<file path="src/rtl/bcd_to_binary_converter.sv">
// Three-digit BCD to 10-bit binary converter using reverse double-dabble.
// One shift/correct step per clock; ten steps per conversion.
//
// state | meaning
// IDLE  | waiting for start; outputs hold their last values
// CONV  | shifting {bcd, bin_sr} right and correcting BCD digits, 10 cycles
// DONE  | one-cycle completion pulse, bin/err valid
module bcd_to_binary_converter (
    input  logic       clk,
    input  logic       rst_n,
    input  logic       start,
    input  logic [3:0] hundreds,
    input  logic [3:0] tens,
    input  logic [3:0] ones,
    output logic [9:0] bin,
    output logic       busy,
    output logic       done,
    output logic       err
);

    typedef enum logic [1:0] {IDLE, CONV, DONE} state_t;

    state_t      state_q, state_d;
    logic [11:0] bcd_q, bcd_d;
    logic [9:0]  bin_sr_q, bin_sr_d;
    logic [9:0]  bin_q, bin_d;
    logic [3:0]  cnt_q, cnt_d;
    logic        err_q, err_d;

    logic        digits_ok;
    logic [21:0] shifted;
    logic [11:0] bcd_adj;

    // A digit that landed at 8 or above after the shift owes 3 (half of the
    // decimal-to-binary carry difference of 6).
    function automatic logic [3:0] adj(input logic [3:0] d);
        return (d >= 4'd8) ? (d - 4'd3) : d;
    endfunction

    always_comb begin
        digits_ok = (hundreds <= 4'd9) && (tens <= 4'd9) && (ones <= 4'd9);
        shifted   = {bcd_q, bin_sr_q} >> 1;
        bcd_adj   = {adj(shifted[21:18]), adj(shifted[17:14]), adj(shifted[13:10])};
    end

    always_comb begin
        state_d  = state_q;
        bcd_d    = bcd_q;
        bin_sr_d = bin_sr_q;
        bin_d    = bin_q;
        cnt_d    = cnt_q;
        err_d    = err_q;
        case (state_q)
            IDLE: begin
                if (start) begin
                    if (digits_ok) begin
                        bcd_d    = {hundreds, tens, ones};
                        bin_sr_d = 10'd0;
                        cnt_d    = 4'd0;
                        state_d  = CONV;
                    end else begin
                        bin_d   = 10'd0;
                        err_d   = 1'b1;
                        state_d = DONE;
                    end
                end
            end
            CONV: begin
                bcd_d    = bcd_adj;
                bin_sr_d = shifted[9:0];
                cnt_d    = cnt_q + 4'd1;
                if (cnt_q == 4'd9) begin
                    bin_d   = shifted[9:0];
                    err_d   = 1'b0;
                    cnt_d   = 4'd0;
                    state_d = DONE;
                end
            end
            DONE:    state_d = IDLE;
            default: state_d = IDLE;
        endcase
    end

    always_ff @(posedge clk) begin
        if (!rst_n) begin
            state_q  <= IDLE;
            bcd_q    <= 12'd0;
            bin_sr_q <= 10'd0;
            bin_q    <= 10'd0;
            cnt_q    <= 4'd0;
            err_q    <= 1'b0;
        end else begin
            state_q  <= state_d;
            bcd_q    <= bcd_d;
            bin_sr_q <= bin_sr_d;
            bin_q    <= bin_d;
            cnt_q    <= cnt_d;
            err_q    <= err_d;
        end
    end

    assign bin  = bin_q;
    assign err  = err_q;
    assign busy = (state_q == CONV);
    assign done = (state_q == DONE);

endmodule

</file>
<file path="config.mk">
export PLATFORM = sky130hd
export DESIGN_NAME = bcd_to_binary_converter
export DESIGN_NICKNAME = d
export VERILOG_FILES = /design/src/rtl/bcd_to_binary_converter.sv
export SDC_FILE = /design/constraint.sdc
export NUM_CORES = 1
export LEC_CHECK = 0
export CAP_MARGIN = 40
export CORE_ASPECT_RATIO = 2
export CORE_MARGIN = 2
export CORE_UTILIZATION = 56
export CTS_CLUSTER_SIZE = 40
export DETAILED_ROUTE_END_ITERATION = 10
export PLACE_DENSITY = 0.87
export SYNTH_ARGS = -nofsm -noshare
export SYNTH_HDL_FRONTEND = slang
export SYNTH_SLANG_ARGS = --single-unit
</file>
<file path="constraint.sdc">
create_clock -name clk -period 2.4 [get_ports clk]
set_input_delay 0.24 -clock clk [delete_from_list [all_inputs] [get_ports clk]]
set_output_delay 0.24 -clock clk [all_outputs]
set_load 0.02 [all_outputs]
</file>
==> results of run 1 <==
## report_power, final
group / total (mW) / leakage (nW) / internal, mW / switching (mW)
registers: 0.673 / 0.308 / 0.652 / 0.0212
clock network: 0.639 / 0.0683 / 0.416 / 0.223
logic: 0.166 / 0.400 / 0.0773 / 0.0882
total: 1.48 / 0.776 / 1.15 / 0.333
## cell usage in the layout (no fill, tap or decap), types with 2 or more instances in the layout
| master | count |
|---|---|
| nor2_1 | 5 |
| a211oi_1 | 2 |
| a21oi_1 | 4 |
| clkbuf_8 | 5 |
| nand2_1 | 20 |
| o22ai_1 | 3 |
| buf_4 | 4 |
| inv_1 | 6 |
| a311oi_1 | 3 |
| nor3b_1 | 2 |
| clkdlybuf4s50_1 | 27 |
| a22o_1 | 19 |
| xnor2_1 | 4 |
| o2111ai_1 | 4 |
| o21a_1 | 5 |
| o21ai_0 | 4 |
| nand2b_1 | 2 |
| bufinv_16 | 2 |
| o31ai_1 | 5 |
| o211ai_1 | 4 |
| dfxtp_1 | 38 |
| ha_1 | 6 |
| a2bb2oi_1 | 2 |
## worst reg2reg max path, stage by stage, from the launching register on
cell     delay [ns]
dfxtp_1        0.41
ha_1           0.19
nand2_1        0.06
or3_1          0.39
nor3_4         0.39
a22o_1         0.22
## layout make-up
class                   count  area [µm²]
well taps                  30        37.5
clock inverters             3        68.8
inverters                   7        26.3
clock buffers               5        68.8
fillers                   219         806
flip-flops and latches     38         761
repair buffers             31         300
multi-input cells         109         805
## stage by stage
| step | utilization (%) | cell area (µm²) | setup WS [ns] | hold WS (ns) | cells |
|---|---|---|---|---|---|
| finish | 72.0 | 2070 | 0.209 | 0.465 | 223 |
| global route | 72.0 | 2070 | 0.114 | 0.491 | 223 |
| CTS | 72.0 | 2070 | 0.208 | 0.464 | 223 |
| detailed placement | 67.2 | 1930 | 0.386 | 0.453 | 215 |
| global placement | 67.2 | 1930 | 0.465 | 0.446 | 215 |
| floorplan | - | 1660 | 0.839 | 0.390 | 162 |
## per-layer routing
layer	global-route usage (%)	up-vias	wire, µm
li1	-	662	-
met1	25.6	611	1440
met2	34.2	32	1650
met3	4.89	10	127
met4	15.0	0	100
met5	0	-	0
## sequential cells by signal (all words and copies together) (netlist names)
signal    cells
state_q       2
err           1
bin_sr_q      9
bcd_q        12
bin          10
cnt_q         4
## worst paths after layout
kind / startpoint / end / slack, ns
min: err / err / 0.47
max: state_q[1] / busy / 0.21
max reg2reg: cnt_q[0] / bin[1] / 0.69
min reg2reg: err / err / 0.47
## cell families (layout without fill, tap and decap cells)
kind of cell,after synthesis,after routing,share of synthesized area [%]
AO/OA/AOI/OAI,59,59,28.8
XOR/XNOR,5,5,2.64
adder cells (fa/ha/maj),6,6,4.53
buffers and inverters,15,46,5.58
flip-flops,38,38,45.9
AND/OR/NAND/NOR,39,39,12.6
==> results_dict.tcl, run 1 <==
set metrics [dict create \
    rsz0062_at_grt "false" \
    worstPathArrival_ns 1.95 \
    drtIter0Drc 33 \
    grt_pass1_vias 1305 \
    synth_top_area_share_pct 45.9 \
    worst-path-buf-inv 2 \
    avgSynthCellArea_um2 10.2 \
    post_cts_buffers 0 \
    hold_viol 0 \
    dieArea_um2 3440 \
    portBuffers 27 \
    synth_nets 183 \
    ys_seq_area_share_pct 45.9 \
    area_growth_pct 24.7 \
    cts_tree "yes" \
    max_slew_margin_pct 57.2 \
    yosysTopAreaCell "dfxtp_1" \
    status "completed" \
    vias 1315 \
    place_hpwl_um 2360 \
    grt_max_degree 19 \
    maxCapViolCount 0 \
    dieWidth_um 42.5 \
    clk_latency_ns 0.29 \
    endpoint_kind "output pin" \
    power.total_mw 1.48 \
    grt-ovfl-total 0 \
    drive_gt1_share_pct 8.81 \
    crit_family "buffers and inverters" \
    nNetsFinal 213 \
    root_buffer "clkbuf_8" \
    cts_hold_buf 0 \
    syn_area_um2 1660 \
    rows 28 \
    cts_sinks 38 \
    finalSetupViolations 0 \
    peakVddDrop_mv 0.954 \
    drt-total-wl_um 3320 \
    drv_slew 0 \
    hold_path.class "register to register" \
    synth-main-ff-cell "dfxtp_1" \
    ys_async_sr_fraction_pct 0 \
    finalSetupTns_ns 0 \
    clkTransAtPathRegs_ns 0.07 \
    via_per_inst 5.90 \
    fp.coreArea_um2 2870 \
    ys_types 39 \
    ys_warn_count 0 \
    drt-pass1-iter-count 4 \
    initial_utilization_pct 57.7 \
    htree_levels 2 \
    gp_congestion 0.853 \
    crit_cells 3 \
    synth_edf_count 0 \
    layout_min_cycle_time_ns 2.19 \
    cp-start-kind "register" \
    synth.area.top_cells "dfxtp_1, a22o_1, ha_1" \
    cts_resized 0 \
    drc_errors 0 \
    grt_pass1_wl_um 5610 \
    cp_max_fo 16 \
    power.density_nw_per_um2 715 \
    postRouteAntennaNets 0 \
    worstHoldPathCells 2 \
    cts_buffers 5 \
    cp_cell_sequence "nand2b_4, inv_1, clkdlybuf4s50_1" \
    synth-seq-cells 38 \
    finalCritPeriodShare_pct 91.3 \
    tightest_slew_ns 0.635 \
    io_pins 28 \
    die_y_um 80.9 \
    cts_buffer_depth 2 \
    slowest_stage "clkdlybuf4s50_1" \
    track_usage_pct 21.6 \
    yosysMostFrequentCell "dfxtp_1" \
    insertedDiodeCount 0 \
    setup.worst_path.class "register to output pin" \
    max_freq_mhz 457 \
    critPathRequiredTime_ns 2.16 \
    antenna_found_initial 0 \
    ys_top_cells_by_count "dfxtp_1, nand2_1, a22o_1" \
    skew_ns 0.00474 \
    ff2ff_path_depth 5 \
    max_stage_delay_ns 0.69 \
    synth_cells 162 \
    wire_per_inst_um 14.9 \
    p_leak_nw 0.776 \
]
(Power assumes the default switching activity.)
==> inputs of run 2 (changes only) <==
--- a/config.mk
+++ b/config.mk
@@ -9,7 +9,7 @@
 export CORE_ASPECT_RATIO = 2
 export CORE_MARGIN = 2
 export CORE_UTILIZATION = 56
-export CTS_CLUSTER_SIZE = 40
+export CTS_CLUSTER_SIZE = 10
 export DETAILED_ROUTE_END_ITERATION = 10
 export PLACE_DENSITY = 0.87
 export SYNTH_ARGS = -nofsm -noshare
==> results of run 2 <==
Same layout as run 1: the final DEF is identical, and so are final timing and power.
==> inputs of run 3 (changes only) <==
--- a/config.mk
+++ b/config.mk
@@ -9,9 +9,11 @@
 export CORE_ASPECT_RATIO = 2
 export CORE_MARGIN = 2
 export CORE_UTILIZATION = 56
+export CTS_CLUSTER_DIAMETER = 80
 export CTS_CLUSTER_SIZE = 10
 export DETAILED_ROUTE_END_ITERATION = 10
 export PLACE_DENSITY = 0.87
+export SKIP_LAST_GASP = 1
 export SYNTH_ARGS = -nofsm -noshare
 export SYNTH_HDL_FRONTEND = slang
 export SYNTH_SLANG_ARGS = --single-unit
==> results of run 3 <==
Same layout as run 1: the final DEF is identical, and so are final timing and power.
